[src/rtl/skolem_bvneg_sle_sweeper_if.sv]
// Handshake/result bundle between the Skolem sweeper and its environment.
// The master side drives start/abort and returns x_in; the slave side is the sweeper.
interface skolem_bvneg_sle_sweeper_if #(
    parameter int W = 4
);
    logic         start;
    logic         abort;
    logic [W-1:0] t_out;
    logic [W-1:0] x_in;
    logic         busy;
    logic         done;
    logic [W:0]   pass_cnt;
    logic [W:0]   fail_cnt;
    logic         first_fail_valid;
    logic [W-1:0] first_fail_t;
    logic [W-1:0] first_fail_x;

    modport master (
        output start, abort, x_in,
        input  t_out, busy, done, pass_cnt, fail_cnt,
               first_fail_valid, first_fail_t, first_fail_x
    );

    modport slave (
        input  start, abort, x_in,
        output t_out, busy, done, pass_cnt, fail_cnt,
               first_fail_valid, first_fail_t, first_fail_x
    );
endinterface

[src/rtl/skolem_bvneg_sle_sweeper.sv]
// Sweeps every t into a bvneg/bvsle Skolem block and checks (-x) <=s t per vector.
// Optional macro SKOLEM_SWEEP_STOP_ON_FAIL_EN ends the sweep on the first failing vector.
module skolem_bvneg_sle_sweeper #(
    parameter int W = 4
) (
    input  logic                          clk,
    input  logic                          rst,
    skolem_bvneg_sle_sweeper_if.slave     bus
);
    typedef enum logic [1:0] {
        ST_IDLE = 2'd0,
        ST_RUN  = 2'd1,
        ST_DONE = 2'd2
    } state_t;

    state_t       r_state;
    logic [W-1:0] r_t;
    logic         r_busy;
    logic         r_done;
    logic [W:0]   r_pass_cnt;
    logic [W:0]   r_fail_cnt;
    logic         r_ff_valid;
    logic [W-1:0] r_ff_t;
    logic [W-1:0] r_ff_x;

    logic [W-1:0] w_neg_x;
    logic         w_pass;

    // Two's-complement negation; the most negative value maps onto itself and still compares correctly.
    always_comb begin
        w_neg_x = ~bus.x_in + {{(W-1){1'b0}}, 1'b1};
        w_pass  = ($signed(w_neg_x) <= $signed(r_t));
    end

    assign bus.t_out            = r_t;
    assign bus.busy             = r_busy;
    assign bus.done             = r_done;
    assign bus.pass_cnt         = r_pass_cnt;
    assign bus.fail_cnt         = r_fail_cnt;
    assign bus.first_fail_valid = r_ff_valid;
    assign bus.first_fail_t     = r_ff_t;
    assign bus.first_fail_x     = r_ff_x;

    // Sweep FSM with all outputs registered.
    always_ff @(posedge clk or posedge rst) begin
        if (rst) begin
            r_state    <= ST_IDLE;
            r_t        <= {W{1'b0}};
            r_busy     <= 1'b0;
            r_done     <= 1'b0;
            r_pass_cnt <= {(W+1){1'b0}};
            r_fail_cnt <= {(W+1){1'b0}};
            r_ff_valid <= 1'b0;
            r_ff_t     <= {W{1'b0}};
            r_ff_x     <= {W{1'b0}};
        end else begin
            case (r_state)
                ST_IDLE, ST_DONE: begin
                    if (bus.start) begin
                        r_state    <= ST_RUN;
                        r_t        <= {W{1'b0}};
                        r_busy     <= 1'b1;
                        r_done     <= 1'b0;
                        r_pass_cnt <= {(W+1){1'b0}};
                        r_fail_cnt <= {(W+1){1'b0}};
                        r_ff_valid <= 1'b0;
                        r_ff_t     <= {W{1'b0}};
                        r_ff_x     <= {W{1'b0}};
                    end else begin
                        r_state <= r_state;
                    end
                end
                ST_RUN: begin
                    if (w_pass) begin
                        r_pass_cnt <= r_pass_cnt + {{W{1'b0}}, 1'b1};
                    end else begin
                        r_fail_cnt <= r_fail_cnt + {{W{1'b0}}, 1'b1};
                        if (!r_ff_valid) begin
                            r_ff_valid <= 1'b1;
                            r_ff_t     <= r_t;
                            r_ff_x     <= bus.x_in;
                        end else begin
                            r_ff_valid <= r_ff_valid;
                        end
                    end
                    // Abort outranks both normal completion and stop-on-fail.
                    if (bus.abort) begin
                        r_state <= ST_IDLE;
                        r_busy  <= 1'b0;
`ifdef SKOLEM_SWEEP_STOP_ON_FAIL_EN
                    end else if (!w_pass) begin
                        r_state <= ST_DONE;
                        r_busy  <= 1'b0;
                        r_done  <= 1'b1;
`endif
                    end else if (r_t == {W{1'b1}}) begin
                        r_state <= ST_DONE;
                        r_busy  <= 1'b0;
                        r_done  <= 1'b1;
                    end else begin
                        r_t <= r_t + {{(W-1){1'b0}}, 1'b1};
                    end
                end
                default: begin
                    r_state <= ST_IDLE;
                    r_busy  <= 1'b0;
                    r_done  <= 1'b0;
                end
            endcase
        end
    end
endmodule

[src/flat_wrapper.sv]
// flat-port wrapper written by rule: the top's interface ports become plain ports
module skolem_bvneg_sle_sweeper_flat 
#(
    parameter int W = 4
)
  (clk, rst, bus_start, bus_abort, bus_x_in, bus_t_out, bus_busy, bus_done, bus_pass_cnt, bus_fail_cnt, bus_first_fail_valid, bus_first_fail_t, bus_first_fail_x);
  skolem_bvneg_sle_sweeper_if #(.W(W)) bus_i ();
  input  logic clk;
  input  logic rst;
  input wire logic [$bits(bus_i.start)-1:0] bus_start;
  input wire logic [$bits(bus_i.abort)-1:0] bus_abort;
  input wire logic [$bits(bus_i.x_in)-1:0] bus_x_in;
  output wire logic [$bits(bus_i.t_out)-1:0] bus_t_out;
  output wire logic [$bits(bus_i.busy)-1:0] bus_busy;
  output wire logic [$bits(bus_i.done)-1:0] bus_done;
  output wire logic [$bits(bus_i.pass_cnt)-1:0] bus_pass_cnt;
  output wire logic [$bits(bus_i.fail_cnt)-1:0] bus_fail_cnt;
  output wire logic [$bits(bus_i.first_fail_valid)-1:0] bus_first_fail_valid;
  output wire logic [$bits(bus_i.first_fail_t)-1:0] bus_first_fail_t;
  output wire logic [$bits(bus_i.first_fail_x)-1:0] bus_first_fail_x;
  assign bus_i.start = bus_start;
  assign bus_i.abort = bus_abort;
  assign bus_i.x_in = bus_x_in;
  assign bus_t_out = bus_i.t_out;
  assign bus_busy = bus_i.busy;
  assign bus_done = bus_i.done;
  assign bus_pass_cnt = bus_i.pass_cnt;
  assign bus_fail_cnt = bus_i.fail_cnt;
  assign bus_first_fail_valid = bus_i.first_fail_valid;
  assign bus_first_fail_t = bus_i.first_fail_t;
  assign bus_first_fail_x = bus_i.first_fail_x;
  skolem_bvneg_sle_sweeper #(.W(W)) u_core (.clk(clk), .rst(rst), .bus(bus_i));
endmodule
[config.mk]
export PLATFORM = sky130hd
export DESIGN_NAME = skolem_bvneg_sle_sweeper_flat
export DESIGN_NICKNAME = d
export VERILOG_FILES = /design/src/rtl/skolem_bvneg_sle_sweeper_if.sv /design/src/rtl/skolem_bvneg_sle_sweeper.sv /design/src/flat_wrapper.sv
export SDC_FILE = /design/constraint.sdc
export NUM_CORES = 1
export LEC_CHECK = 0
export ABC_AREA = 1
export ABC_CLOCK_PERIOD_IN_PS = 1600
export CAP_MARGIN = 15
export CORE_UTILIZATION = 25
export DETAILED_ROUTE_END_ITERATION = 8
export SYNTH_ARGS = -nofsm -noshare
export SYNTH_HDL_FRONTEND = slang
export SYNTH_SLANG_ARGS = --single-unit
[constraint.sdc]
create_clock -name clk -period 1.6 [get_ports clk]
set_input_delay 0.32 -clock clk [delete_from_list [all_inputs] [get_ports clk]]
set_output_delay 0.32 -clock clk [all_outputs]
set_load 0.02 [all_outputs]
## Word level (Yosys, flattened, before mapping)

Cells that the tools add are included.
Widths: inputs -> output; s select.

- Mux-type cells: 29
- Eq/ne operators: 11
- Bitwise operators: 1
- Reduce and logical (&&, ||, !) cells: 9
- $lt $le $gt $ge: 1
- Add/subtract/negate cells: 4

Operators by type and width:

| operator | count |
|---|---|
| $mux 4 | 7 |
| $pmux 4 s2 | 3 |
| $pmux 5 s2 | 2 |
| $mux 5 | 3 |
| $add 5x1->5 const B | 2 |
| $ne 2x2->1 const B | 5 |
| $reduce_and 3->1 | 3 |
| $add 4x1->4 const B | 2 |
| $reduce_and 4->1 | 2 |
| $mux 1 | 7 |
| $mux 2 | 3 |
| $pmux 1 s2 | 3 |
| $eq 4x4->1 const B | 1 |
| $le 4x4->1 | 1 |
| $ne 2x1->1 const B | 2 |
| $not 4->4 | 1 |
| $pmux 2 s2 | 1 |
| $ne 3x2->1 const B | 1 |
| $eq 2x1->1 const B | 1 |
| $eq 2x2->1 const B | 1 |
| $logic_not 2->1 | 1 |
| $reduce_and 2->1 | 1 |
| $reduce_bool 2->1 | 1 |
| $reduce_or 2->1 | 1 |

- Logic and storage cells: 64
- Input port bits: 8
- Register bits: 27

## Longest topological paths before layout

Gate-level depths: netlist of the first run.

- Depth after elaboration: 5
- Mapped depth: 12

## Least setup slack after synthesis of the first run

No wires, ideal clock.

- Path type: input-to-reg
- From: input bus_x_in[0]
- To: register u_core.r_pass_cnt[2] (netlist: u_core.bus.pass_cnt[2])
- Stages: 12
- Path buffers: 0
- Setup slack: -0.144 ns
- Data arrival time: 1.626 ns
- Cell sequence: inv_1 -> ha_1 -> xnor2_1 -> ha_1 -> nand2_1 -> nor2_1 -> nor2_2 -> o21ai_2 -> nand2_4 -> nand2_1 -> nand2_1 -> nand2_1

- Word-level cells in the longest chain between the ends: 5

RTL lines:

| element | RTL line | RTL |
|---|---|---|
| start: declaration | flat_wrapper.sv:12 | `input wire logic [$bits(bus_i.x_in)-1:0] bus_x_in;` |
| $not 4->4 | skolem_bvneg_sle_sweeper.sv:31 | `w_neg_x = ~bus.x_in + {{(W-1){1'b0}}, 1'b1};` |
| $add 4x1->4 | skolem_bvneg_sle_sweeper.sv:31 |  |
| $le 4x4->1 | skolem_bvneg_sle_sweeper.sv:32 | `w_pass = ($signed(w_neg_x) <= $signed(r_t));` |
| $ne 2x1->1 (no line) | n/a |  |
| $reduce_and 3->1 (no line) | n/a |  |
| end signal: assignment | skolem_bvneg_sle_sweeper.sv:51 | `r_pass_cnt <= {(W+1){1'b0}};` |
| end signal: assignment | skolem_bvneg_sle_sweeper.sv:64 | `r_pass_cnt <= {(W+1){1'b0}};` |
| end signal: assignment | skolem_bvneg_sle_sweeper.sv:75 | `r_pass_cnt <= r_pass_cnt + {{W{1'b0}}, 1'b1};` |
| end: declaration | skolem_bvneg_sle_sweeper.sv:20 | `logic [W:0] r_pass_cnt;` |

No other way between the ends.
A chain may end at the register's enable or synchronous reset.

## Worst setup path after layout of the first run

- From: input bus_x_in[3]
- To: register u_core.r_ff_t[1] (netlist: u_core.bus.first_fail_t[1])

- Word-level cells in the longest chain between the ends: 5

RTL lines:

| element | RTL line | RTL |
|---|---|---|
| $not 4->4 | skolem_bvneg_sle_sweeper.sv:31 |  |
| $add 4x1->4 | skolem_bvneg_sle_sweeper.sv:31 |  |
| $le 4x4->1 | skolem_bvneg_sle_sweeper.sv:32 |  |
| $ne 2x2->1 (no line) | n/a |  |
| $reduce_and 4->1 (no line) | n/a |  |
| end signal: assignment | skolem_bvneg_sle_sweeper.sv:54 | `r_ff_t <= {W{1'b0}};` |
| end signal: assignment | skolem_bvneg_sle_sweeper.sv:67 | `r_ff_t <= {W{1'b0}};` |
| end signal: assignment | skolem_bvneg_sle_sweeper.sv:80 | `r_ff_t <= r_t;` |
| end: declaration | skolem_bvneg_sle_sweeper.sv:23 | `logic [W-1:0] r_ff_t;` |

No other way between the ends.

==> flow_summary.ini, run 1 <==
[run_status]
result_of_the_run = complete, but fails checks
violations = negative setup slack

[critical_path]
critical-path-top-cell-by-count = sky130_fd_sc_hd__nand2_1
crit_path_start_kind = input port
cp.required_ns = 1.77
reg2reg_depth = 11
worst-path-max-fanout = 8
worst_path_dominant_cell_family = simple AND/OR/NAND/NOR gates
r2r_end = u_core.bus.first_fail_t[1]$_DFFE_PP0P_
cp.arrival_ns = 1.88
worstPathCellList = dlygate4sd2_1 > xnor2_2 > ha_1 > nand2_1 > nor2_2 > nor2_2 > buf_6 > o21ai_4 > nand2_4 > nand2_8 > nand2_1 > nand2_1
crit_buf_inv = 2
r2r_setup_slk_ns = -0.08
endpoint_kind = register
critical_path.reg2reg.startpoint = u_core.bus.t_out[3]$_DFFE_PP0P_
max_stage_delay_ns = 0.30
crit_path_class = in -> reg
crit_path_top_delay_cell = sky130_fd_sc_hd__ha_1

[floorplanning]
die-height_um = 79.4
fp-row-count = 27
design.core.area_um2 = 5640
floorplan.die.width_um = 79.4
floorplan.die_area_um2 = 6300
ioPinCount = 33
floorplan.initialDensity_pct = 26.5

[final_layout]
finish.instance_area_um2 = 2250
area.growth.synth_to_final_pct = 50.2
nets = 247
share_of_layout_cells_above_drive_strength_1_pct = 27.8
antenna-diode-count = 0

[grt]
grt_busiest_layer = met2
global_route_congestion_overflow_total = 0
grt_pass1_vias = 1314
grt_first_pass_wirelength_mm = 6.35
gr-usage-met2_pct = 22.5
antenna_found_initial = 0
grt.met1_usage_pct = 16.4
grt_use_met3_pct = 2.76
grt.total_usage_pct = 13.0
grt_start_max_net_pins = 28

[sta]
final_tns_setup_ns = -1.14
worst_slack_ns = -0.111
report.final.slew_viol_count = 0
worstMarginPinSlew_ns = 0.360
rsz0062_at_grt = true
post-route-period-util_pct = 107
fin_skew_ns = 0.0117
slew-limit-headroom_pct = 76.0
post-route-min-period_ns = 1.71
clock.fmax_ghz = 0.584
hold_violations = 0
report.final.setup_viol = 18

[cts]
cts.root.buffer_cell = sky130_fd_sc_hd__clkbuf_8
clock_sink_count = 27
post_cts_hold_buffer_count = 0
insertion_delay_ns = 0.28
cts_tree = yes
max-clock-path-buffers = 2
clk_transition_reported_paths_ns = 0.09
cts_buffers = 3
cts-htree-levels = 1
cts_post_setup_buffers_inserted = 0

[place]
dp.final_hpwl_mm = 2.73
place_congestion = 0.871
placed_cell_area_um2 = 2100
portBuffers = 32

[synthesis]
synth.top_cells.by_count = sky130_fd_sc_hd__nand2_1 (45), sky130_fd_sc_hd__dfrtp_1 (27), sky130_fd_sc_hd__nand3_1 (23)
synthArstFlopShare_pct = 100
ys_warn_count = 0
mean_syn_cell_area_um2 = 8.50
synthesis.instances = 176
ys.flop_type = sky130_fd_sc_hd__dfrtp_1
yosysMostFrequentCell = sky130_fd_sc_hd__nand2_1
synth-edff-count = 0
post-synth-top-area-fraction_pct = 45.2
synth_top_cells_by_area = sky130_fd_sc_hd__dfrtp_1 (45%), sky130_fd_sc_hd__nand2_1 (11%), sky130_fd_sc_hd__nand3_1 (7.7%)
mappedNetlistArea_um2 = 1500
mappedNetlistNets = 192
synth-seq-area-share_pct = 45.2
ys_seq_elements = 27
synth_top_cell_by_area = sky130_fd_sc_hd__dfrtp_1
number_of_unique_standard_cell_types_used_by_synthesis = 27

[power_and_ir_drop]
total_leakage_power_nw = 1.25
max-vdd-ir-drop_v = 0.000582
pwr_density_cell_nw_per_um2 = 1200

[detailed_routing]
detail_route.drc_violations = 0
detail_route.wl_per_cell_um = 12.2
firstDrtPassIters = 4
viasPerCell = 4.51
starting_drt_drc_count = 40
detail_route.wirelength_mm = 3.69
ant_nets = 0
num_vias = 1361

[hold_path]
worstHoldPathCells = 3
hold_path.startpoint = bus_x_in[1]
hold_crit_endpoint = u_core.bus.first_fail_x[1]$_DFFE_PP0P_
timing.hold.worst.class = in -> reg

[flow_run]
drv.max_cap_violation_count = 0
-- through the flow --
| stage | total power, W | instances | hold slack (ns) | worst slack, ns | util, % |
|---|---|---|---|---|---|
| after global routing | 0.00289 | 302 | 0.344 | -0.165 | 39.8 |
| final | 0.00270 | 302 | 0.340 | -0.111 | 39.8 |
| after CTS | 0.00266 | 303 | 0.389 | -0.137 | 38.4 |
| after global placement | 0.00227 | 299 | 0.460 | -0.898 | 37.3 |
| after floorplan | 0.00169 | 176 | 0.373 | -0.118 | - |
| after detailed placement | 0.00229 | 299 | 0.459 | -0.934 | 37.3 |
-- area by class of cell --
class	count	area (um^2)
Multi-Input combinational cell	129	848
Inverter	16	81.3
Fill cell	565	3390
Tap cell	72	90.1
Sequential cell	27	677
Clock buffer	4	45.0
Timing Repair Buffer	54	505
-- registers in the layout, indices dropped and copies added (netlist names) --
| name | flops |
|---|---|
| u_core.bus.fail_cnt | 5 |
| u_core.bus.pass_cnt | 5 |
| u_core.bus.first_fail_t | 4 |
| u_core.bus.first_fail_x | 4 |
| u_core.bus.t_out | 4 |
| u_core.r_state | 2 |
| u_core.bus.busy | 1 |
| u_core.bus.done | 1 |
| u_core.bus.first_fail_valid | 1 |
-- repair_timing --
item / in CTS / in global routing
setup endpoints to repair: 34 / 25
gates resized for setup: 37 / 32
pin swaps: 17 / 14
-- kinds of logic after synthesis --
family | Yosys count | synth area share, %
AO/OA/AOI/OAI | 11 | 5.43
buffers and inverters | 20 | 6.02
adder cells (fa/ha/maj) | 8 | 6.69
flip-flops | 27 | 45.2
XOR/XNOR | 8 | 4.68
AND/OR/NAND/NOR | 102 | 32.0
-- layout by cell type (no fill, tap or decap), types with 2 or more instances in the layout --
cell type / count
sky130_fd_sc_hd__inv_1: 11
sky130_fd_sc_hd__xor2_1: 5
sky130_fd_sc_hd__nand3_1: 22
sky130_fd_sc_hd__dfrtp_1: 26
sky130_fd_sc_hd__nand4_1: 10
sky130_fd_sc_hd__ha_4: 2
sky130_fd_sc_hd__ha_1: 6
sky130_fd_sc_hd__clkdlybuf4s50_1: 5
sky130_fd_sc_hd__buf_6: 4
sky130_fd_sc_hd__nand2_4: 3
sky130_fd_sc_hd__clkbuf_8: 3
sky130_fd_sc_hd__dlymetal6s2s_1: 8
sky130_fd_sc_hd__nand2_1: 34
sky130_fd_sc_hd__o21ai_4: 2
sky130_fd_sc_hd__nor2_1: 11
sky130_fd_sc_hd__o21ai_0: 5
sky130_fd_sc_hd__nand2_2: 11
sky130_fd_sc_hd__inv_2: 2
sky130_fd_sc_hd__nor2_2: 4
sky130_fd_sc_hd__dlygate4sd2_1: 16
sky130_fd_sc_hd__buf_4: 20
sky130_fd_sc_hd__xnor2_2: 2
-- tightest hold or removal path, delay by kind of cell --
kind | cells | cell delay, ns
and+or+nand+nor | 2 | 0.14
buffers and inverters | 1 | 0.12
-- routing by layer --
layer,routed length [um],part of all wire [%]
met1,1710,46
met2,1810,49
met3,133,3.6
met4,36,0.98
met5,0,0
-- report_power, final --
part	switching [W]	leakage, nW	internal, W
logic	0.000740	0.873	0.000562
clock network	0.000219	0.0228	0.000179
registers	0.000154	0.359	0.000841
total	0.00111	1.25	0.00158
-- worst max path at each step --
stage                     start                                     end  slack [ns]  cells after the start
finish              bus_x_in[3]  u_core.bus.first_fail_t[1]$_DFFE_PP0P_       -0.11                     12
global route        bus_x_in[1]  u_core.bus.first_fail_x[3]$_DFFE_PP0P_       -0.17                     13
CTS                 bus_x_in[1]  u_core.bus.first_fail_x[1]$_DFFE_PP0P_       -0.14                     14
detailed placement  bus_x_in[0]  u_core.bus.first_fail_x[1]$_DFFE_PP0P_       -0.93                     14
global placement    bus_x_in[0]  u_core.bus.first_fail_x[0]$_DFFE_PP0P_       -0.90                     14
floorplan           bus_x_in[1]  u_core.bus.first_fail_t[0]$_DFFE_PP0P_       -0.12                     12
No activity file was read; power rests on OpenSTA's default activity.
==> run 2: changes to the inputs <==
--- a/config.mk
+++ b/config.mk
@@ -6,10 +6,11 @@
 export NUM_CORES = 1
 export LEC_CHECK = 0
 export ABC_AREA = 1
-export ABC_CLOCK_PERIOD_IN_PS = 1600
+export ABC_CLOCK_PERIOD_IN_PS = 1400
 export CAP_MARGIN = 15
 export CORE_UTILIZATION = 25
 export DETAILED_ROUTE_END_ITERATION = 8
+export SETUP_SLACK_MARGIN = 0.5
 export SYNTH_ARGS = -nofsm -noshare
 export SYNTH_HDL_FRONTEND = slang
 export SYNTH_SLANG_ARGS = --single-unit
==> constraint.sdc (replaced) <==
create_clock -name clk -period 1.4 [get_ports clk]
set_input_delay 0.28 -clock clk [delete_from_list [all_inputs] [get_ports clk]]
set_output_delay 0.28 -clock clk [all_outputs]
set_load 0.02 [all_outputs]
==> flow_summary.ini, run 2 (synthesized netlist as in run 1, its figures left out) <==
[run_status]
result_of_the_run = complete, but fails checks
violations = negative setup slack

[sta]
worst_slack_ns = -0.322
fin_skew_ns = 0.00557
report.final.setup_viol = 19
final.hold.worst_slack_ns = 0.324
slew-limit-headroom_pct = 79.0
rsz0062_at_grt = true
clock.fmax_ghz = 0.581
worstMarginPinSlew_ns = 0.314
hold_violations = 0
post-route-min-period_ns = 1.72
post-route-period-util_pct = 123
report.final.slew_viol_count = 0

[cts]
cts_tree = yes
insertion_delay_ns = 0.28
clock_sink_count = 27
cts_buffers = 3
clk_transition_reported_paths_ns = 0.10
cts.root.buffer_cell = sky130_fd_sc_hd__clkbuf_8
max-clock-path-buffers = 2
cts-htree-levels = 1

[floorplanning]
floorplan.die.width_um = 79.4
design.core.area_um2 = 5640
die-height_um = 79.4
floorplan.die_area_um2 = 6300
floorplan.initialDensity_pct = 26.5
ioPinCount = 33
fp-row-count = 27

[critical_path]
worstPathCellList = buf_6 > buf_8 > nor3_4 > xnor2_2 > ha_1 > nand2_1 > nor2_2 > nor2_2 > buf_6 > o21ai_4 > nand2_4 > nand2_4 > nand2_1 > nand2_1
critical_path.reg2reg.startpoint = u_core.bus.t_out[2]$_DFFE_PP0P_
worst-path-max-fanout = 8
cp.required_ns = 1.58
cp.arrival_ns = 1.90
crit_buf_inv = 3
max_stage_delay_ns = 0.33
crit_path_top_delay_cell = sky130_fd_sc_hd__ha_1
endpoint_kind = register
r2r_end = u_core.bus.first_fail_t[2]$_DFFE_PP0P_
crit_path_class = in -> reg
r2r_setup_slk_ns = -0.25
critical-path-top-cell-by-count = sky130_fd_sc_hd__nand2_1
reg2reg_depth = 11
crit_path_start_kind = input port
worst_path_dominant_cell_family = simple AND/OR/NAND/NOR gates

[grt]
grt_first_pass_wirelength_mm = 6.78
global_route_congestion_overflow_total = 0
antenna_found_initial = 0
grt_pass1_vias = 1522
grt.total_usage_pct = 14.0
grt_start_max_net_pins = 28

[place]
dp.final_hpwl_mm = 2.68
place_congestion = 0.801
portBuffers = 32
placedCellCount = 304
placed_cell_area_um2 = 2160

[detailed_routing]
starting_drt_drc_count = 33
viasPerCell = 4.56
ant_nets = 0
detail_route.wl_per_cell_um = 12.4
detail_route.drc_violations = 0
firstDrtPassIters = 4
num_vias = 1495
detail_route.wirelength_mm = 4.05

[flow_run]
drv.max_cap_violation_count = 0

[final_layout]
most-common-layout-cells = sky130_fd_sc_hd__nand2_1 (39), sky130_fd_sc_hd__buf_6 (37), sky130_fd_sc_hd__buf_4 (35), sky130_fd_sc_hd__dfrtp_1 (24), sky130_fd_sc_hd__nand3_1 (18)
final_cells = 328
area.growth.synth_to_final_pct = 71.4
finish.instance_area_um2 = 2560
nets = 273
antenna-diode-count = 0
share_of_layout_cells_above_drive_strength_1_pct = 47.7
most_common_cell_after_layout_fill_and_taps_aside = sky130_fd_sc_hd__nand2_1

[power_and_ir_drop]
pwr_density_cell_nw_per_um2 = 1380
total_leakage_power_nw = 1.30
max-vdd-ir-drop_v = 0.000564

[hold_path]
timing.hold.worst.class = in -> async
==> run 2: cell types whose count changed in the layout (fill, tap and decap cells not counted), sizes merged <==
cell / change
clkdlybuf4s50: -2
buf: +50
clkbuf: -1
dlymetal6s2s: -8
clkinv: +1
clkdlybuf4s15: +1
dlygate4sd2: -15
==> run 2: worst min-delay path: stages <==
cell and delay (ns):
sky130_fd_sc_hd__clkdlybuf4s50_1 0.40, sky130_fd_sc_hd__inv_1 0.10, sky130_fd_sc_hd__buf_12 0.19
==> run 2: where the power goes <==
group	switching, W	leakage (nW)	total [W]	internal (W)
Combinational	0.000965	0.917	0.00194	0.000971
Clock	0.000266	0.0255	0.000467	0.000200
Sequential	0.000169	0.356	0.00113	0.000965
Total	0.00140	1.30	0.00354	0.00214
==> run 2: what timing repair did <==
| action | in CTS | in global routing |
|---|---|---|
| hold buffers | 0 | 0 |
| endpoints found under the hold margin | 0 | 0 |
| pin swaps | 20 | 5 |
| resized for setup | 192 | 15 |
| buffers inserted | 18 | 2 |
| setup endpoints to repair | 52 | 52 |
==> run 2: metal layers <==
layer	global-route usage, %	wire (um)	vias up
li1	-	-	744
met3	2.18	132	10
met1	16.9	1760	704
met2	24.1	2060	37
met4	7.27	101	0
met5	0	0	-
==> run 2: worst max-delay path by stage <==
| stage | cells past startpoint | slack (ns) | start | endpoint |
|---|---|---|---|---|
| final | 14 | -0.32 | bus_x_in[1] | u_core.bus.first_fail_t[2]$_DFFE_PP0P_ |
| after global routing | 14 | -0.43 | bus_x_in[1] | u_core.bus.first_fail_x[0]$_DFFE_PP0P_ |
| after CTS | 14 | -0.29 | bus_x_in[1] | u_core.bus.first_fail_t[2]$_DFFE_PP0P_ |
| after detailed placement | 14 | -1.10 | bus_x_in[0] | u_core.bus.first_fail_t[2]$_DFFE_PP0P_ |
| after global placement | 14 | -1.04 | bus_x_in[0] | u_core.bus.first_fail_x[3]$_DFFE_PP0P_ |
| after floorplan | 12 | -0.28 | bus_x_in[1] | u_core.bus.first_fail_t[2]$_DFFE_PP0P_ |
==> run 2: area by class of cell <==
type	count	area, um^2
clock inverters	1	5.00
flip-flops and latches	27	679
clock buffers	3	41.3
fillers	555	3080
repair buffers	80	769
well taps	72	90.1
inverters	16	81.3
multi-input cells	129	898
==> run 2: metrics by stage <==
stage                     total power [W]  setup slack [ns]  setup TNS, ns  utilization, %
final                             0.00354            -0.322          -5.51            45.5
after CTS                         0.00343            -0.288          -4.94            44.0
after detailed placement          0.00266             -1.10         -20.10            38.3
after global routing              0.00378            -0.430          -7.56            45.5
after global placement            0.00264             -1.04         -19.14            38.3
after floorplan                   0.00193            -0.278          -4.59               -
